File: src/rtl/refill_ctrl.sv
// Cache line refill controller: fetches a 4-word line one word per beat, then writes it to the arrays.
// Optional macro CRIT_WORD_FIRST_EN: fetch starts at the missing word and crit_valid fires early.
module refill_ctrl #(
    parameter int CACHE_LINE = 128,
    parameter int CACHE_SIZE = 8192,
    localparam int IW = $clog2(CACHE_SIZE * 8 / CACHE_LINE),
    localparam int TW = 32 - IW - 2
) (
    input  logic                  HCLK,
    input  logic                  HRESETn,
    input  logic                  miss_req,
    input  logic [31:0]           miss_addr,
    output logic                  busy,
    output logic                  mem_req,
    output logic [31:0]           mem_addr,
    input  logic                  mem_ready,
    input  logic                  mem_err,
    input  logic [31:0]           mem_rdata,
    output logic                  line_we,
    output logic [IW-1:0]         line_index,
    output logic [TW-1:0]         line_tag,
    output logic [CACHE_LINE-1:0] line_data,
    output logic                  crit_valid,
    output logic [31:0]           crit_word,
    output logic                  fill_err
);

    // Address tag field is narrower than the stored tag; the stored tag is zero-extended.
    localparam int TagLsb = IW + 4;
    localparam int AddrTw = 32 - TagLsb;

    typedef enum logic [1:0] {
        StIdle,
        StFetch,
        StWrite
    } state_e;

    state_e                  state_q, state_d;
    logic [TW-1:0]           tag_q, tag_d;
    logic [IW-1:0]           index_q, index_d;
    logic [1:0]              off_q, off_d;
    logic [1:0]              cnt_q, cnt_d;
    logic [CACHE_LINE-1:0]   line_q, line_d;
    logic [31:0]             crit_q, crit_d;
    logic                    fill_err_q, fill_err_d;
    logic                    crit_valid_q, crit_valid_d;
    logic [1:0]              beat_off;
    logic                    unused_byte;

    assign unused_byte = ^miss_addr[1:0];

`ifdef CRIT_WORD_FIRST_EN
    assign beat_off = off_q + cnt_q;
`else
    assign beat_off = cnt_q;
`endif

    always_ff @(posedge HCLK) begin
        if (!HRESETn) begin
            state_q      <= StIdle;
            tag_q        <= '0;
            index_q      <= '0;
            off_q        <= '0;
            cnt_q        <= '0;
            line_q       <= '0;
            crit_q       <= '0;
            fill_err_q   <= 1'b0;
            crit_valid_q <= 1'b0;
        end else begin
            state_q      <= state_d;
            tag_q        <= tag_d;
            index_q      <= index_d;
            off_q        <= off_d;
            cnt_q        <= cnt_d;
            line_q       <= line_d;
            crit_q       <= crit_d;
            fill_err_q   <= fill_err_d;
            crit_valid_q <= crit_valid_d;
        end
    end

    always_comb begin
        state_d      = state_q;
        tag_d        = tag_q;
        index_d      = index_q;
        off_d        = off_q;
        cnt_d        = cnt_q;
        line_d       = line_q;
        crit_d       = crit_q;
        fill_err_d   = 1'b0;
        crit_valid_d = 1'b0;

        case (state_q)
            StIdle: begin
                if (miss_req) begin
                    tag_d   = TW'(miss_addr[31:TagLsb]);
                    index_d = miss_addr[TagLsb-1:4];
                    off_d   = miss_addr[3:2];
                    cnt_d   = 2'd0;
                    state_d = StFetch;
                end
            end
            StFetch: begin
                // An error beat is dropped even if mem_ready is also high.
                if (mem_err) begin
                    fill_err_d = 1'b1;
                    state_d    = StIdle;
                end else if (mem_ready) begin
                    line_d[{beat_off, 5'b00000} +: 32] = mem_rdata;
                    if (beat_off == off_q) begin
                        crit_d = mem_rdata;
                    end
`ifdef CRIT_WORD_FIRST_EN
                    if (cnt_q == 2'd0) begin
                        crit_valid_d = 1'b1;
                    end
`endif
                    cnt_d = cnt_q + 2'd1;
                    if (cnt_q == 2'd3) begin
                        state_d = StWrite;
                    end
                end
            end
            StWrite: begin
                state_d = StIdle;
            end
            default: begin
                state_d = StIdle;
            end
        endcase
    end

    assign busy       = (state_q != StIdle);
    assign mem_req    = (state_q == StFetch);
    assign mem_addr   = mem_req ? {tag_q[AddrTw-1:0], index_q, beat_off, 2'b00} : 32'h0;
    // Strobes are masked by reset so an aborted refill never emits a pulse.
    assign line_we    = (state_q == StWrite) && HRESETn;
    assign line_index = index_q;
    assign line_tag   = tag_q;
    assign line_data  = line_q;
    assign crit_word  = crit_q;
    assign fill_err   = fill_err_q && HRESETn;

`ifdef CRIT_WORD_FIRST_EN
    assign crit_valid = crit_valid_q && HRESETn;
`else
    logic unused_crit_valid;
    assign unused_crit_valid = crit_valid_q;
    assign crit_valid = line_we;
`endif

endmodule

File: config.mk
export PLATFORM = sky130hd
export DESIGN_NAME = refill_ctrl
export DESIGN_NICKNAME = d
export VERILOG_FILES = /design/src/rtl/refill_ctrl.sv
export SDC_FILE = /design/constraint.sdc
export NUM_CORES = 1
export LEC_CHECK = 0
export CORE_UTILIZATION = 40
export CTS_BUF_LIST = sky130_fd_sc_hd__clkbuf_8
export CTS_CLUSTER_DIAMETER = 50
export DETAILED_ROUTE_END_ITERATION = 12
export PLACE_DENSITY = 0.79
export SLEW_MARGIN = 25
export SYNTH_ARGS = -nofsm -noshare
export SYNTH_HDL_FRONTEND = slang
export SYNTH_SLANG_ARGS = --single-unit
File: constraint.sdc
create_clock -name HCLK -period 2.13 [get_ports HCLK]
set_input_delay 0.5325 -clock HCLK [delete_from_list [all_inputs] [get_ports HCLK]]
set_output_delay 0.5325 -clock HCLK [all_outputs]
set_load 0.01 [all_outputs]
==> results.txt <==
- Result of the run: complete, no violations
* DIE HEIGHT: roughly 140 um
- CTS tree: done
- Wire length of the first global-routing pass: 35700 um
* Slew margin rel.: 0.624
- Synthesized flop and latch total: between 150 and 200
* Crit path max-delay cell type: sky130_fd_sc_hd__dfxtp_2
* Insertion delay to the later sink of the worst-skew pair: between 0.4 and 0.5 ns
* Unrepaired setup endpoints after global routing: true
* Combinational family with the most area after synthesis: simple AND/OR/NAND/NOR gates
- Placement row count: 49
- After detailed routing, the average wire length per cell comes to 18.4 um.
- Category of the most critical setup path: register to output port
- Num Clock Sinks: between 150 and 200
* Synth Area in XOR/XNOR: 0.00239
- For the final database, setup skew stands at between 0.015 and 0.02 ns.
- Across the run, the number of max-cap violations was 0.
- IR drop worst, VDD: 0.549 mV
* Nets: about 1200
- After global routing, the most crowded layer is met2.
* Met1 usage in global routing: 0.305
- Fmax: a little under 0.5 GHz
* Post-detailed-route DRC marker count: 0
* Area fraction in and, or, nand and nor cells after synthesis: 0.187
- Fin. max-slew vios: 0
- The area growth from synthesis to layout is 50.1%.
* Commonest cells after routing, fill and taps aside: 254 x sky130_fd_sc_hd__clkdlybuf4s50_1, 193 x sky130_fd_sc_hd__dfxtp_1, 182 x sky130_fd_sc_hd__nand2_1
- For this block, the initial DRC count from the detailed router was roughly 350.
* Final Wtd Congestion: between 0.8 and 0.9
- Worst-path maximum fanout: 9
- The routed design has roughly 24000 um of wire.
- Largest net degree at the start of global routing: 70
- Dividing total power by cell area gives a power density of around 640 mW/mm2.
- Pin slew with the least headroom to its limit: 0.565 ns
- Distinct cells, synth: 41
- Adder-Cell Fraction of Synth Area: 0.0102
- The initial antenna violation count came to 0.
- The critical path goes through buf_4 > or2_2 > dlygate4sd2_1.
- STA classifies the critical path startpoint as a register.
* Final Critical Period: approximately 2.1 ns
* Number of port buffers: roughly 290
- After synthesis, the mean cell area works out to just over 9 um2.
- Clock transition at the register clock pins on the worst setup and hold paths after CTS: approximately 0.1 ns
- Across all layers, the routed design uses approximately 7000 vias.
- Crit path largest cell delay: 0.35 ns
- Final antenna-violating net count: 0
- Global routing met3 resource utilization: 0.0622
- Leakage component of the power: roughly 4.2 nW
- Hpwl dp: between 15000 and 20000 um
- Met2 GRT Util: 0.424
- Data on the critical path arrives at its endpoint at 1.54 ns.
- Synth Warn #: 0
- Share of the synthesized area in compound gates (AO/OA/AOI/OAI): 0.166
- Deepest clock path buffer count: 2
- Router iterations before antenna repair: 7
- The final hold violation count came to 0.
* Finished Cell Area: about 0.011 mm2
* Portion of the post-synthesis area used by sequential elements: 0.533
- After detailed routing, the number of vias per cell comes to around 5.3.
- Hold Buf Count CTS: 0
- Cell area reported after detailed placement: approximately 0.011 mm2
- The floorplan step defined a core boundary enclosing between 0.015 and 0.02 mm2.
* Fraction of final layout cells sized beyond drive strength 1: 0.114
* Count of antenna diodes in the layout: 0
* Crit path buffers/inverters: 2
- The cell family contributing the most delay on the critical path is buffers and inverters.
- Floorplan die area: approximately 0.019 mm2
* Path category of the worst min-delay check: register to register
- Number of buffers created by CTS: 17
- Across every metal layer, demand over resource in global routing totals 0.252.
- The clock tree synthesis step divided the H-tree into 4 levels.
- Setup violations remaining at the end of the flow were counted as 0.
* Post-route fraction of the period consumed by the critical path: 0.974
- Measured against the total synthesized area, the mux share comes to 0.0437.
* # IOs: around 300
- The die is between 100 and 150 um wide.
- The total overflow left after global routing is 0.
- The cell area that synthesis handed to floorplanning was about 0.0073 mm2.
* Vias in the first global route: about 6500
- CTS Root Buffer Type: sky130_fd_sc_hd__clkbuf_8
- Data required time at the worst endpoint: between 1.5 and 2 ns
- Hold timing on the final database bottoms out at a slack of 0.468 ns.
* Initial core utilization: 0.408
* Number of cells produced by synthesis: between 700 and 800
- Leading cell type in the layout, fill and taps excluded: sky130_fd_sc_hd__clkdlybuf4s50_1
* Endpoint type of the worst setup path: output port
## cell families after synthesis
logic type,after synthesis
multiplexers,32
flip-flops,195
AND/OR/NAND/NOR,278
XOR/XNOR,2
other,1
adder cells (fa/ha/maj),6
AO/OA/AOI/OAI,204
buffers and inverters,81
## cell type report
type | count | area, um2
Fill cell | 1547 | 6960
Sequential cell | 195 | 3910
Multi-Input combinational cell | 526 | 3060
Timing Repair Buffer | 334 | 3300
Tap cell | 229 | 287
Clock inverter | 12 | 149
Inverter | 6 | 22.5
Clock buffer | 20 | 275
## synth_stat cells, drive strengths merged
library cell | count | area, um2
mux2i | 32 | 320
a31oi | 1 | 6.26
nor3 | 1 | 10.0
o22ai | 57 | 357
nand3 | 2 | 22.5
dfxtp | 195 | 3900
a22o | 32 | 280
inv | 6 | 22.5
clkbuf | 40 | 153
nand3b | 1 | 7.51
and3 | 2 | 12.5
nand2 | 182 | 683
conb | 1 | 3.75
and2 | 31 | 194
o21ai | 40 | 200
nor4bb | 1 | 10.0
nand4b | 1 | 8.76
buf | 35 | 245
nor2b | 1 | 6.26
nand4 | 41 | 272
nor4b | 1 | 23.8
nand2b | 1 | 6.26
and4bb | 1 | 12.5
nand4bb | 1 | 27.5
ha | 6 | 75.1
xnor2 | 2 | 17.5
nor2 | 3 | 13.8
and3b | 1 | 8.76
or3b | 2 | 17.5
nor3b | 4 | 30.0
a21oi | 74 | 374
or2 | 1 | 6.26
## per-stage QoR
step / util / setup WS [ns] / power (mW) / TNS [ns] / cells
after floorplan: - / 0.107 / 4.12 / 0 / 802
after global placement: 0.591 / -0.0709 / 4.52 / -4.95 / 1287
after detailed placement: 0.591 / -0.125 / 4.53 / -9.76 / 1287
after CTS: 0.618 / -0.0443 / 7.06 / -0.254 / 1322
after global routing: 0.613 / -0.0303 / 7.25 / -0.207 / 1322
final: 0.613 / 0.0556 / 7.01 / 0 / 1322
## state kept, by name, summed over array words and instances, names as in the netlist
signal,cells
state_q,2
line_index,9
off_q,2
crit_word,32
beat_off,2
line_tag,19
fill_err_q,1
line_data,128
## path summary, 6_finish.rpt
kind / from / slack (ns) / endpoint / cells past startpoint
worst min register to register: crit_word[23] / 0.47 / crit_word[23] / 2
worst max register to register: beat_off[1] / 0.13 / line_data[88] / 6
worst max-delay path: state_q[1] / 0.06 / busy / 3
worst min-delay path: crit_word[23] / 0.47 / crit_word[23] / 2
## layer usage
metal | up-vias | part of all wire
li1 | 3353 | -
met1 | 3307 | 0.40
met2 | 332 | 0.48
met3 | 43 | 0.088
met4 | 0 | 0.028
met5 | - | 0
## power by group
group,switching (mW),total (mW),internal [mW]
clock,1.39,2.56,1.17
sequential,0.0411,3.75,3.71
combinational,0.361,0.709,0.348
## tightest hold or removal path, delay by kind of cell, from the launching register on
family | cells | cell delay, ns
mux | 1 | 0.06
simple gates | 1 | 0.05
flops | 1 | 0.32
## timing repair
action                     in CTS  in global routing
pin swaps                       0                  0
gates cloned                    1                  0
resized for setup              89                 23
hold endpoints to repair        0                  0
setup buffers                   2                  0
setup endpoints to repair      43                 36
Power figures use the tool's default switching activity.
